### config.mk
export PLATFORM = sky130hd
export DESIGN_NAME = ham_secded_decoder_flat
export DESIGN_NICKNAME = d
export VERILOG_FILES = /design/src/rtl/ham_secded_decoder_if.sv /design/src/rtl/ham_secded_decoder.sv /design/src/flat_wrapper.sv
export SDC_FILE = /design/constraint.sdc
export NUM_CORES = 1
export LEC_CHECK = 0
export ABC_AREA = 1
export CORE_MARGIN = 2
export CORE_UTILIZATION = 48
export CTS_CLUSTER_DIAMETER = 200
export DETAILED_ROUTE_END_ITERATION = 8
export HOLD_SLACK_MARGIN = 0.15
export PLACE_DENSITY = 0.77
export SETUP_SLACK_MARGIN = 0.02
export SYNTH_ARGS = -nofsm -noshare
export SYNTH_HDL_FRONTEND = slang
export SYNTH_SLANG_ARGS = --single-unit
### constraint.sdc
create_clock -name clk -period 2.1 [get_ports clk]
set_input_delay 0.42 -clock clk [delete_from_list [all_inputs] [get_ports clk]]
set_output_delay 0.42 -clock clk [all_outputs]
set_load 0.02 [all_outputs]
### src/rtl/ham_secded_decoder_if.sv
// Handshake bundle between a code-word source, the SECDED decoder and its consumer.
interface ham_secded_decoder_if #(
  parameter int unsigned PAR_W  = 3,
  parameter int unsigned SECDED = 1
);
  localparam int unsigned N  = (1 << PAR_W) - 1;
  localparam int unsigned CW = N + SECDED;
  localparam int unsigned K  = N - PAR_W;

  logic             in_valid;
  logic             in_ready;
  logic [CW-1:0]    in_code;
  logic             out_valid;
  logic             out_ready;
  logic [CW-1:0]    out_code;
  logic [K-1:0]     out_data;
  logic [PAR_W-1:0] out_syndrome;
  logic             out_corrected;
  logic             out_uncorr;

  // Source/consumer side
  modport master (
    output in_valid, in_code, out_ready,
    input  in_ready, out_valid, out_code, out_data, out_syndrome, out_corrected, out_uncorr
  );

  // Decoder side
  modport slave (
    input  in_valid, in_code, out_ready,
    output in_ready, out_valid, out_code, out_data, out_syndrome, out_corrected, out_uncorr
  );
endinterface

### src/rtl/ham_secded_decoder.sv
// Two-stage pipelined Hamming / SECDED decoder with saturating error-event counters.
module ham_secded_decoder #(
  parameter int unsigned PAR_W  = 3,
  parameter int unsigned SECDED = 1,
  parameter int unsigned CNT_W  = 16
) (
  input  logic             clk,
  input  logic             rst,
  ham_secded_decoder_if.slave bus,
  input  logic             cnt_clear,
  output logic [CNT_W-1:0] corr_count,
  output logic [CNT_W-1:0] uncorr_count
);
  localparam int unsigned N   = (1 << PAR_W) - 1;
  localparam int unsigned CW  = N + SECDED;
  localparam int unsigned K   = N - PAR_W;
  localparam int unsigned PW1 = PAR_W + 1;

  // Position (1-based) of the idx-th data bit: idx-th non-power-of-two position.
  function automatic int unsigned data_pos(input int unsigned idx);
    int unsigned cnt;
    int unsigned res;
    cnt = 0;
    res = 1;
    for (int unsigned p = 1; p <= N; p++) begin
      if ((p & (p - 1)) != 0) begin
        if (cnt == idx) res = p;
        cnt++;
      end
    end
    return res;
  endfunction

  logic             w_s1_load;
  logic             w_s2_load;
  logic             w_in_ready;
  logic             w_out_hs;
  logic [PAR_W-1:0] w_syn;
  logic             w_par;

  logic             r_s1_valid;
  logic [CW-1:0]    r_s1_code;
  logic [PAR_W-1:0] r_s1_syn;
  logic             r_s1_par;

  logic [PW1-1:0]   w_pos;
  logic             w_flip_en;
  logic             w_corr;
  logic             w_uncorr;
  logic [CW-1:0]    w_code;
  logic [K-1:0]     w_data;

  logic             r_s2_valid;
  logic [CW-1:0]    r_out_code;
  logic [K-1:0]     r_out_data;
  logic [PAR_W-1:0] r_out_syn;
  logic             r_out_corr;
  logic             r_out_uncorr;

  logic [CNT_W-1:0] r_corr_cnt;
  logic [CNT_W-1:0] r_uncorr_cnt;

  // Pipeline advance: stage 2 drains or is empty, stage 1 follows.
  assign w_s2_load  = !r_s2_valid || bus.out_ready;
  assign w_s1_load  = !r_s1_valid || w_s2_load;
  assign w_in_ready = w_s1_load && !rst;
  assign w_out_hs   = r_s2_valid && bus.out_ready;

  // Syndrome: each bit XORs the positions whose index has that bit set; plus overall parity.
  always_comb begin
    w_syn = '0;
    for (int unsigned p = 1; p <= N; p++) begin
      for (int unsigned j = 0; j < PAR_W; j++) begin
        if (((p >> j) & 1) != 0) w_syn[j] = w_syn[j] ^ bus.in_code[p-1];
      end
    end
    w_par = (SECDED != 0) ? ^bus.in_code : 1'b0;
  end

  // Stage 1: capture the accepted word with its syndrome and parity.
  always_ff @(posedge clk or posedge rst) begin
    if (rst) begin
      r_s1_valid <= 1'b0;
      r_s1_code  <= '0;
      r_s1_syn   <= '0;
      r_s1_par   <= 1'b0;
    end else if (w_s1_load) begin
      r_s1_valid <= bus.in_valid;
      if (bus.in_valid) begin
        r_s1_code <= bus.in_code;
        r_s1_syn  <= w_syn;
        r_s1_par  <= w_par;
      end
    end
  end

  // Classify the error and build the corrected word; S=0 with bad parity hits overall bit N.
  always_comb begin
    w_flip_en = 1'b0;
    w_uncorr  = 1'b0;
    w_pos     = {1'b0, r_s1_syn};
    w_code    = r_s1_code;
    if (SECDED != 0) begin
      if (r_s1_par) begin
        w_flip_en = 1'b1;
        if (r_s1_syn == '0) w_pos = PW1'(N + 1);
      end else if (r_s1_syn != '0) begin
        w_uncorr = 1'b1;
      end
    end else if (r_s1_syn != '0) begin
      w_flip_en = 1'b1;
    end
    w_corr = w_flip_en;
    for (int unsigned i = 0; i < CW; i++) begin
      w_code[i] = r_s1_code[i] ^ (w_flip_en && (w_pos == PW1'(i + 1)));
    end
  end

  // Data extraction from the corrected word, lowest data position to LSB.
  for (genvar d = 0; d < K; d++) begin : g_data
    assign w_data[d] = w_code[data_pos(d) - 1];
  end

  // Stage 2: output registers, held while the consumer stalls.
  always_ff @(posedge clk or posedge rst) begin
    if (rst) begin
      r_s2_valid   <= 1'b0;
      r_out_code   <= '0;
      r_out_data   <= '0;
      r_out_syn    <= '0;
      r_out_corr   <= 1'b0;
      r_out_uncorr <= 1'b0;
    end else if (w_s2_load) begin
      r_s2_valid <= r_s1_valid;
      if (r_s1_valid) begin
        r_out_code   <= w_code;
        r_out_data   <= w_data;
        r_out_syn    <= r_s1_syn;
        r_out_corr   <= w_corr;
        r_out_uncorr <= w_uncorr;
      end
    end
  end

  // Saturating event counters; clear wins over a same-cycle event.
  always_ff @(posedge clk or posedge rst) begin
    if (rst) begin
      r_corr_cnt   <= '0;
      r_uncorr_cnt <= '0;
    end else if (cnt_clear) begin
      r_corr_cnt   <= '0;
      r_uncorr_cnt <= '0;
    end else begin
      if (w_out_hs && r_out_corr && (r_corr_cnt != '1)) r_corr_cnt <= r_corr_cnt + CNT_W'(1);
      if (w_out_hs && r_out_uncorr && (r_uncorr_cnt != '1)) r_uncorr_cnt <= r_uncorr_cnt + CNT_W'(1);
    end
  end

  assign bus.in_ready      = w_in_ready;
  assign bus.out_valid     = r_s2_valid;
  assign bus.out_code      = r_out_code;
  assign bus.out_data      = r_out_data;
  assign bus.out_syndrome  = r_out_syn;
  assign bus.out_corrected = r_out_corr;
  assign bus.out_uncorr    = r_out_uncorr;
  assign corr_count        = r_corr_cnt;
  assign uncorr_count      = r_uncorr_cnt;
endmodule
### src/flat_wrapper.sv
// flat-port wrapper written by rule: the top's interface ports become plain ports
module ham_secded_decoder_flat 
#(
  parameter int unsigned PAR_W  = 3,
  parameter int unsigned SECDED = 1,
  parameter int unsigned CNT_W  = 16
)
  (clk, rst, cnt_clear, corr_count, uncorr_count, bus_in_valid, bus_in_code, bus_out_ready, bus_in_ready, bus_out_valid, bus_out_code, bus_out_data, bus_out_syndrome, bus_out_corrected, bus_out_uncorr);
  ham_secded_decoder_if #(.PAR_W(PAR_W), .SECDED(SECDED)) bus_i ();
  input  logic clk;
  input  logic rst;
  input  logic cnt_clear;
  output logic [CNT_W-1:0] corr_count;
  output logic [CNT_W-1:0] uncorr_count;
  input wire logic [$bits(bus_i.in_valid)-1:0] bus_in_valid;
  input wire logic [$bits(bus_i.in_code)-1:0] bus_in_code;
  input wire logic [$bits(bus_i.out_ready)-1:0] bus_out_ready;
  output wire logic [$bits(bus_i.in_ready)-1:0] bus_in_ready;
  output wire logic [$bits(bus_i.out_valid)-1:0] bus_out_valid;
  output wire logic [$bits(bus_i.out_code)-1:0] bus_out_code;
  output wire logic [$bits(bus_i.out_data)-1:0] bus_out_data;
  output wire logic [$bits(bus_i.out_syndrome)-1:0] bus_out_syndrome;
  output wire logic [$bits(bus_i.out_corrected)-1:0] bus_out_corrected;
  output wire logic [$bits(bus_i.out_uncorr)-1:0] bus_out_uncorr;
  assign bus_i.in_valid = bus_in_valid;
  assign bus_i.in_code = bus_in_code;
  assign bus_i.out_ready = bus_out_ready;
  assign bus_in_ready = bus_i.in_ready;
  assign bus_out_valid = bus_i.out_valid;
  assign bus_out_code = bus_i.out_code;
  assign bus_out_data = bus_i.out_data;
  assign bus_out_syndrome = bus_i.out_syndrome;
  assign bus_out_corrected = bus_i.out_corrected;
  assign bus_out_uncorr = bus_i.out_uncorr;
  ham_secded_decoder #(.PAR_W(PAR_W), .SECDED(SECDED), .CNT_W(CNT_W)) u_core (.clk(clk), .rst(rst), .bus(bus_i), .cnt_clear(cnt_clear), .corr_count(corr_count), .uncorr_count(uncorr_count));
endmodule
==> flow_summary.toml <==
[layout]
design_area_um2 = 4430
n_fill_cell = 602
drive_above_1_share = 0.0972
post-route-util = 0.645
area_growth_pct = 29.0
diodes = 0
fin_nets = 545

[clocking]
cts_tree = "built"
clock_path_buffers = 2
clock_insertion_delay_worst_skew_ns = 0.33
root_buffer = "clkbuf_8"
clkTransAtPathRegs_ns = 0.07
h-tree-depth = 3
cts_sinks = 59
cts_buffers = 9

[sta]
worst_pin_slew_ns = 0.730
rsz0062_at_grt = "false"
setup_viol = 0
fin_skew_ns = 0.00840
hold_viol = 0
whs_ns = 0.492
min_period_ns = 1.98
fmax_ghz = 0.505
fin_crit_sh = 0.942
finalSetupTns_ns = 0
slew_viol_final = 0
slew-limit-headroom = 0.513

[routing]
vias = 3226
dr.pass1.iters = 4
post_drt_via_cell_ratio = 5.11
drc_errors = 0
ant_nets = 0
finalWirelength_mm = 7.90
first_iter_violations = 154
wl_per_cell_um = 12.5

[placed_design]
hpwl_mm = 5.68
gp_congestion = 0.850
io_buffer_count = 63
place_area_um2 = 4170

[synth]
ys_top_cells_by_area = "dfrtp_1 (43%), nand2_1 (19%), nand4_1 (5.6%), xor2_1 (4.8%), nor2_1 (4.6%)"
syn_area_per_cell_um2 = 7.42
synth-seq-cells = 59
synth_most_common_cell = "nand2_1"
ys_types = 28
synth_flop_cell = "dfrtp_1"
yosysTopAreaCellShare = 0.430
ys_warn_count = 0
synth_area_leader_cell = "dfrtp_1"
synthTopCellsByCount = "nand2_1 (175), dfrtp_1 (59), nor2_1 (42)"
synth-async-reset-ratio = 1.00
syn_inst = 463
synth_edf_count = 0
ys_seq_area_frac = 0.430
syn_area_um2 = 3430
syn_nets = 478

[power_and_ir_drop]
p_sw_uw = 1110
pwr-share-comb = 0.243
cellPowerDensity_nw_per_um2 = 834
pwr-share-seq = 0.381
leakage_uw = 0.00202
p_int_uw = 2580
p_sw_frac = 0.301
ir_drop_mv = 0.509
p_clk_frac = 0.375

[global_routing]
grt_max_degree = 60
grt_pass1_wl_mm = 13.3
grt_util_met1 = 0.271
antenna_found_initial = 0
grt_usage = 0.218
gr-total-overflow = 0
grt_pass1_vias = 2957
grtUsageMet2 = 0.370
top_usage_layer = "met2"
use_met3 = 0.0541

[setup_path]
slowest_delay_ns = 0.50
path_delay_family = "buffers and inverters"
setup.worst_path.start_class = "input pin"
crit_required_ns = 1.68
endpoint_kind = "output pin"
crit_slowest_cell = "clkdlybuf4s50_1"
crit_buf_inv = 4
cp_max_fo = 2
path_cells = "clkdlybuf4s50_1, inv_1, nand3_1, nand2_1, inv_1, dlygate4sd2_1"
crit_type = "in -> out"
crit_top_cell = "inv_1"
arrival_ns = 1.56

[run]
maxCapViolCount = 0

[floorplanning]
die_area_um2 = 7850
io-pin-count = 64
num_rows = 30
die_width_um = 88.6
die_y_um = 88.6
core_region_area_um2 = 6870
start_util = 0.500

[worst_hold_path]
hp-class = "reg -> reg"

[status]
outcome = "finished, final reports clean"
## worst register-to-register path: stages, from the launching register on
cell and delay, ns:
dfrtp_1 0.43, ha_1 0.23, nand3_2 0.16, inv_2 0.10, nand2_2 0.08, nor2_4 0.12, nor2_2 0.07, nor2_4 0.28
nand2_1 0.10, nand2_1 0.08
## cells by family (layout without fill, tap and decap cells)
family / count (synthesis) / after routing / share of synthesized area
AND/OR/NAND/NOR: 297 / 297 / 0.382
flip-flops: 59 / 59 / 0.430
buffers and inverters: 50 / 122 / 0.0645
XOR/XNOR: 29 / 29 / 0.0740
AO/OA/AOI/OAI: 26 / 26 / 0.0423
adder cells (fa/ha/maj): 2 / 2 / 0.00729
## worst paths after layout
kind,startpoint,to,slack (ns),depth (start not counted)
setup / recovery,bus_out_ready,bus_in_ready,0.12,6
hold / removal,u_core.bus.out_syndrome[1],u_core.bus.out_syndrome[1],0.49,2
setup reg to reg,u_core.corr_count[0],u_core.corr_count[14],0.41,9
hold reg to reg,u_core.bus.out_syndrome[1],u_core.bus.out_syndrome[1],0.49,2
max in group asynchronous,rst,u_core.corr_count[2],0.89,3
min in group asynchronous,rst,u_core.bus.out_syndrome[1],0.74,3
## per-layer routing
layer	wire, um	vias up
met5	0	-
met4	149	0
met3	416	13
met2	3880	96
met1	3460	1505
li1	-	1612
## repair_timing
action                     CTS  global route
gates resized for setup      1             0
setup endpoints to repair    1             0
setup buffers                0             0
hold buffers                 0             0
## layout make-up
class,count,area (um2),area share
clock inverter,7,140,0.0316
tap,96,120,0.0271
clock buffer,9,124,0.0280
timing repair buffer,73,704,0.159
inverter,33,128,0.0288
sequential,59,1480,0.333
multi-input combinational,354,1740,0.392
## cell usage in the layout, fill, tap and decap left out, types with 2 or more instances in the layout
master           instances
nand2_2                  4
dfrtp_1                 59
xnor2_1                 10
nor3_1                   4
ha_1                     2
buf_4                   10
nand3_1                 22
nand3_2                  2
o21bai_1                 5
inv_1                   25
o21ai_0                  7
xor2_1                  19
or2_0                    2
nor2_2                   5
nand4_1                 31
nor2_4                   4
inv_2                    6
or2_2                    4
o21ai_1                 13
clkinvlp_4               3
nor2_1                  42
clkdlybuf4s50_1         62
nand2_1                175
bufinv_16                4
clkbuf_8                 9
## flip-flops by register name, summed over array words and instances, names as in the netlist
| signal | count |
|---|---|
| u_core.r_s1_code | 8 |
| u_core.r_s1_valid | 1 |
| u_core.corr_count | 16 |
| u_core.bus.out_valid | 1 |
| u_core.bus.out_syndrome | 3 |
| u_core.bus.out_data | 3 |
| u_core.r_s1_syn | 3 |
| u_core.r_s1_par | 1 |
| u_core.bus.out_uncorr | 1 |
| u_core.bus.out_code | 5 |
| u_core.uncorr_count | 16 |
| u_core.bus.out_corrected | 1 |
## power by group through the flow
stage / Combinational (uW) / Clock, uW / Sequential [uW]
6_report: 898 / 1390 / 1410
5_1_grt: 983 / 1460 / 1430
4_1_cts: 911 / 1410 / 1410
3_5_place_dp: 907 / 0 / 1430
3_3_place_gp: 894 / 0 / 1430
2_1_floorplan: 426 / 0 / 1530
## per-stage QoR
step	cells	total power (uW)	setup slack, ns
finish	631	3690	0.121
CTS	631	3730	0.123
global route	631	3880	0.0552
detailed placement	615	2340	-0.139
global placement	615	2320	-0.124
floorplan	463	1960	0.0995
Note: power is estimated with default switching activity, not from simulation.
